## config.mk

```make
export PLATFORM = sky130hd
export DESIGN_NAME = fetch_unit
export DESIGN_NICKNAME = d
export VERILOG_FILES = /design/src/rtl/fetch_unit.sv
export SDC_FILE = /design/constraint.sdc
export NUM_CORES = 1
export LEC_CHECK = 0
export BUFFER_PORTS_ARGS = -buffer_cell sky130_fd_sc_hd__buf_2
export CAP_MARGIN = 40
export CORE_ASPECT_RATIO = 1.4
export CORE_MARGIN = 3
export CORE_UTILIZATION = 59
export CTS_CLUSTER_SIZE = 25
export DETAILED_ROUTE_END_ITERATION = 12
export PLACE_DENSITY_LB_ADDON = 0.25
export SLEW_MARGIN = 20
export SYNTH_ARGS = -nofsm -noshare
export SYNTH_HDL_FRONTEND = slang
export SYNTH_SLANG_ARGS = --single-unit
```

## constraint.sdc

```tcl
create_clock -name clk -period 7.9 [get_ports clk]
set_input_delay 2.37 -clock clk [delete_from_list [all_inputs] [get_ports clk]]
set_output_delay 2.37 -clock clk [all_outputs]
set_load 0.05 [all_outputs]
```

## src/rtl/fetch_unit.sv

```systemverilog
// rtl/fetch_unit.sv - IF stage: owns the PC, issues in-order imem fetches, buffers words for decode
//
// Parameters:
//   XLEN        address/datapath width
//   RESET_PC    PC loaded by reset
//   FIFO_DEPTH  fetch buffer entries (power of 2, >= 2)
//
// Ports:
//   clk, reset                     clock, synchronous active-high reset
//   imem_req/imem_addr             fetch request and its address (always pc_f)
//   imem_gnt                       request accepted this cycle
//   imem_rvalid/imem_rdata         in-order read return, >= 1 cycle after gnt
//   id_valid/id_instr/id_pc        head of fetch buffer to decode (nop/0 when empty)
//   id_ready                       decode accepts the head entry
//   redirect/redirect_pc           control-flow redirect from decode, flushes younger work
//   perf_fetched/perf_redirects    event counters, only with FETCH_PERF_EN defined
//
// Build option: FETCH_PERF_EN adds the two performance counters and their ports.

module fetch_unit #(
    parameter int unsigned     XLEN       = 32,
    parameter logic [XLEN-1:0] RESET_PC   = '0,
    parameter int unsigned     FIFO_DEPTH = 2
) (
    input  logic            clk,
    input  logic            reset,
    output logic            imem_req,
    output logic [XLEN-1:0] imem_addr,
    input  logic            imem_gnt,
    input  logic            imem_rvalid,
    input  logic [31:0]     imem_rdata,
    output logic            id_valid,
    output logic [31:0]     id_instr,
    output logic [XLEN-1:0] id_pc,
    input  logic            id_ready,
    input  logic            redirect,
    input  logic [XLEN-1:0] redirect_pc
`ifdef FETCH_PERF_EN
    ,
    output logic [31:0]     perf_fetched,
    output logic [31:0]     perf_redirects
`endif
);

    localparam int unsigned PTR_W = (FIFO_DEPTH > 1) ? $clog2(FIFO_DEPTH) : 1;
    localparam int unsigned CNT_W = PTR_W + 1;
    localparam logic [31:0] NOP_INSTR = 32'h0000_0013;

    // Outstanding-request tracker
    localparam logic [1:0] ST_IDLE = 2'b00;  // nothing outstanding
    localparam logic [1:0] ST_WAIT = 2'b01;  // one request outstanding, data wanted
    localparam logic [1:0] ST_DROP = 2'b10;  // one request outstanding, data squashed

    logic [1:0]      state;
    logic [1:0]      state_nxt;
    logic [XLEN-1:0] pc_f;
    logic [XLEN-1:0] req_pc;

    logic [XLEN-1:0] fifo_pc    [FIFO_DEPTH];
    logic [31:0]     fifo_instr [FIFO_DEPTH];
    logic [PTR_W-1:0] wr_ptr;
    logic [PTR_W-1:0] rd_ptr;
    logic [CNT_W-1:0] count;

    logic busy;
    logic credit;
    logic fifo_empty;
    logic fifo_full;
    logic fire;
    logic push;
    logic pop;

    // The low two bits of a redirect target are dropped by alignment.
    logic unused_redirect_lsbs;
    assign unused_redirect_lsbs = ^redirect_pc[1:0];

    assign busy       = (state == ST_WAIT) || (state == ST_DROP);
    assign fifo_empty = (count == '0);
    assign fifo_full  = (count == CNT_W'(FIFO_DEPTH));

    // An outstanding request already owns a buffer slot, so it is counted
    // against the depth. A pop in the same cycle is deliberately not credited,
    // which keeps imem_req independent of id_ready.
    assign credit = (count + CNT_W'(busy)) < CNT_W'(FIFO_DEPTH);

    // Issue from IDLE, or back-to-back from WAIT when the previous word is
    // returning this cycle. Held low while reset is applied.
    assign imem_req = !reset && !redirect && credit &&
                      ((state == ST_IDLE) || ((state == ST_WAIT) && imem_rvalid));
    assign imem_addr = pc_f;

    assign fire = imem_req && imem_gnt;
    assign push = !redirect && (state == ST_WAIT) && imem_rvalid;
    assign pop  = !fifo_empty && id_ready && !redirect;

    always_comb begin
        state_nxt = state;
        if (redirect) begin
            // A returning word is discarded; a still-pending one becomes DROP.
            if (busy) begin
                state_nxt = imem_rvalid ? ST_IDLE : ST_DROP;
            end else begin
                state_nxt = ST_IDLE;
            end
        end else if (fire) begin
            state_nxt = ST_WAIT;
        end else if (busy && imem_rvalid) begin
            state_nxt = ST_IDLE;
        end else if (!busy) begin
            // Also scrubs the unused encoding back to IDLE.
            state_nxt = ST_IDLE;
        end
    end

    always_ff @(posedge clk) begin
        if (reset) begin
            state  <= ST_IDLE;
            pc_f   <= RESET_PC;
            req_pc <= RESET_PC;
        end else begin
            state <= state_nxt;
            if (redirect) begin
                pc_f <= {redirect_pc[XLEN-1:2], 2'b00};
            end else if (fire) begin
                req_pc <= pc_f;
                pc_f   <= pc_f + XLEN'(4);
            end
        end
    end

    // Buffer storage carries no reset; validity lives in count.
    always_ff @(posedge clk) begin
        if (push) begin
            fifo_pc[wr_ptr]    <= req_pc;
            fifo_instr[wr_ptr] <= imem_rdata;
        end
    end

    always_ff @(posedge clk) begin
        if (reset || redirect) begin
            wr_ptr <= '0;
            rd_ptr <= '0;
            count  <= '0;
        end else begin
            if (push) begin
                wr_ptr <= wr_ptr + PTR_W'(1);
            end
            if (pop) begin
                rd_ptr <= rd_ptr + PTR_W'(1);
            end
            case ({push, pop})
                2'b10:   count <= count + CNT_W'(1);
                2'b01:   count <= count - CNT_W'(1);
                default: count <= count;
            endcase
        end
    end

    // The credit scheme must never let a word arrive with no room for it.
    always_ff @(posedge clk) begin
        if (!reset) begin
            assert (!(push && fifo_full && !pop));
        end
    end

    assign id_valid = !fifo_empty;
    assign id_instr = fifo_empty ? NOP_INSTR : fifo_instr[rd_ptr];
    assign id_pc    = fifo_empty ? '0        : fifo_pc[rd_ptr];

`ifdef FETCH_PERF_EN
    always_ff @(posedge clk) begin
        if (reset) begin
            perf_fetched   <= '0;
            perf_redirects <= '0;
        end else begin
            if (pop) begin
                perf_fetched <= perf_fetched + 32'd1;
            end
            if (redirect) begin
                perf_redirects <= perf_redirects + 32'd1;
            end
        end
    end
`else
    // Counters are not built in this configuration.
`endif

endmodule

```

==> results.yml <==
clocking:
  path_clk_slew_ps: 70
  htreeDepth: 4
  clock_latency_ps: 430
  numCtsBuffers: 17
  cts_setup_buffers: 0
  cts_resized: 0
  cts_hold_buf: 0
  tritoncts: "yes"
  cts.sinks: 191
  clock_path_buffers: 2
  cts_root_buf: "clkbuf_16"
global_routing:
  met2_usage: 0.390
  grt_pass1_wl_um: 26900
  grt_use_met1: 0.284
  grt_pass1_vias: 5692
  grt.busiest_layer: "met2"
  grt_overflow: 0
  grt_max_degree: 65
  grt_use_total: 0.232
  gr-usage-met3: 0.0603
  antenna_found_initial: 2
route:
  drtIter0Drc: 429
  wl_um: 16800
  first_pass_iters: 7
  ant_nets: 0
  viasPerCell: 5.60
  drt-wirelength-per-cell_um: 16.5
  via_count: 5711
  drc_errors: 0
layout:
  fin_nets: 902
  fin_util: 0.733
  fill_cells: 916
  area_delta_synth_final_pct: 20.8
  multi_input_area_mm2: 0.00258
  n_antenna_cell: 0
  seq_area_mm2: 0.00507
  drive_gt1_frac: 0.259
timing:
  relSlewSlack: 0.436
  setup_viol: 0
  layout_worst_path_cycle_share: 0.715
  fmax_mhz: 177
  min_period_ps: 5650
  skew_ps: 9.09
  holdWs_ps: 451
  rsz0062_at_grt: "no"
  tns_ps: 0
  hold_viol: 0
  drv_slew: 0
  worst-slew-pin-transition_ps: 843
  setup_ws_ps: 2250
min_path:
  holdPathEnd: "fifo_pc[1][3]"
  min-delay-start: "req_pc[3]"
  hold_path.class: "flop to flop"
  hold-path-cell-count: 0
place:
  port_buffers: 161
  gp_congestion: 0.883
  hpwl_um: 11100
  place_ws_ps: 1950
setup_path:
  worst-r2r-setup-slack_ps: 5370
  ff2ff_path_depth: 8
  worstReg2RegEnd: "imem_addr[14]"
  cp.arrival_ps: 3280
  required_ps: 5530
  worst-path-max-fanout: 25
  worstSetupPathType: "primary input to primary output"
  startpoint_type: "primary input"
  cp-end-kind: "primary output"
  worstReg2RegStart: "state[0]"
synthesis:
  yosys.cell_types.count: 48
  ys_async_sr_fraction: 0
  synth.most_common_cell: "edfxtp_1"
  synth_top_area_share: 0.474
  yosys.area.top_type: "edfxtp_1"
  syn-instance-count: 679
  synth_area_leaders: "edfxtp_1 (47%), dfxtp_1 (17%), mux2i_1 (7.9%)"
  synth_edf_count: 124
  yosys_warnings: 0
  syn_area_mm2: 0.00785
  seq_area_frac_synth: 0.645
  synth_common_cells: "edfxtp_1 (124), nand2_1 (95), nor2_1 (82), dfxtp_1 (67), mux2i_1 (62)"
  syn_area_per_cell_um2: 11.6
  yosys_register_bits: 191
  ys.flop_type: "edfxtp_1"
floorplanning:
  core_mm2: 0.0129
  die_area_mm2: 0.0147
  start_util: 0.607
  rows: 49
  die_x_um: 103
  io_pins: 168
  die_h_um: 142
power:
  p_leak_nw: 3.44
  powerDensity_mw_per_mm2: 221
  ir_drop_v: 0.000164
status:
  outcome: "finished, final reports clean"
run:
  maxCapViolations: 0
[stage by stage]
step | instances | instance area, µm² | power [mW]
detailed placement | 986 | 8830 | 1.22
floorplan | 682 | 7860 | 1.18
CTS | 1018 | 9450 | 2.10
global placement | 983 | 8770 | 1.22
global route | 1019 | 9480 | 2.15
finish | 1019 | 9480 | 2.09
[routing by layer]
layer  share of wire  wire (µm)
met5          0.0016         27
met4           0.017        281
met3           0.067       1130
met2            0.50       8480
met1            0.41       6910
[power by group]
part           switching [mW]  total, mW  internal [mW]
Sequential             0.0182       1.09           1.07
Combinational          0.0790      0.114         0.0345
Clock                   0.384      0.894          0.509
[flip-flops by register name (all words and copies together) (netlist names), named ones only]
signal,flops
count,2
fifo_instr,64
fifo_pc,60
imem_addr,30
rd_ptr,1
req_pc,30
state,2
wr_ptr,1
[kinds of logic after synthesis]
family,Yosys count,synth area share
flip-flops,191,0.645
multiplexers,64,0.0819
adder cells (fa/ha/maj),4,0.00638
buffers and inverters,57,0.0303
AO/OA/AOI/OAI,110,0.0815
AND/OR/NAND/NOR,246,0.147
other,1,0.000478
XOR/XNOR,6,0.00670
[cell type report]
type / instances / share of cell area
tap: 178 / 0.0235
clock inverter: 15 / 0.0207
clock buffer: 17 / 0.0449
sequential: 191 / 0.535
multi-input combinational: 434 / 0.272
inverter: 12 / 0.00475
timing repair buffer: 172 / 0.0993
[how the worst max path moves through the flow]
stage / start / end / slack (ps) / cells after the start
finish: redirect / imem_req / 2250 / 4
global route: redirect / imem_req / 2200 / 4
CTS: redirect / imem_req / 1950 / 4
detailed placement: redirect / imem_req / 1950 / 4
global placement: redirect / imem_req / 1960 / 4
floorplan: redirect / fifo_instr[0][0] / 1840 / 4
[layout by cell type (no fill, tap or decap), types with 3 or more instances in the layout]
master | synthesis | final
edfxtp_1 | 124 | 124
nor3b_1 | 4 | 4
nand3_1 | 9 | 9
clkbuf_16 | 0 | 17
mux2i_1 | 62 | 62
bufinv_16 | 0 | 3
or3_1 | 7 | 7
a32oi_1 | 4 | 4
buf_4 | 5 | 8
buf_2 | 4 | 161
nor2_4 | 0 | 3
a2bb2oi_1 | 3 | 3
conb_1 | 1 | 4
clkinv_4 | 0 | 4
xnor2_1 | 4 | 4
a31oi_1 | 14 | 14
nor3_1 | 7 | 7
nand4_1 | 12 | 12
nand2_1 | 95 | 95
inv_1 | 12 | 12
o21ai_0 | 21 | 21
a21oi_1 | 54 | 54
nor2_1 | 82 | 79
inv_6 | 0 | 5
ha_1 | 4 | 4
dfxtp_1 | 67 | 66
nand3b_1 | 4 | 4
nor2b_1 | 8 | 8
[critical path: stages]
cell and delay [ps]:
buf_2 250, nor2_1 210, o211a_1 180, buf_2 260
Power figures use the tool's default switching activity.
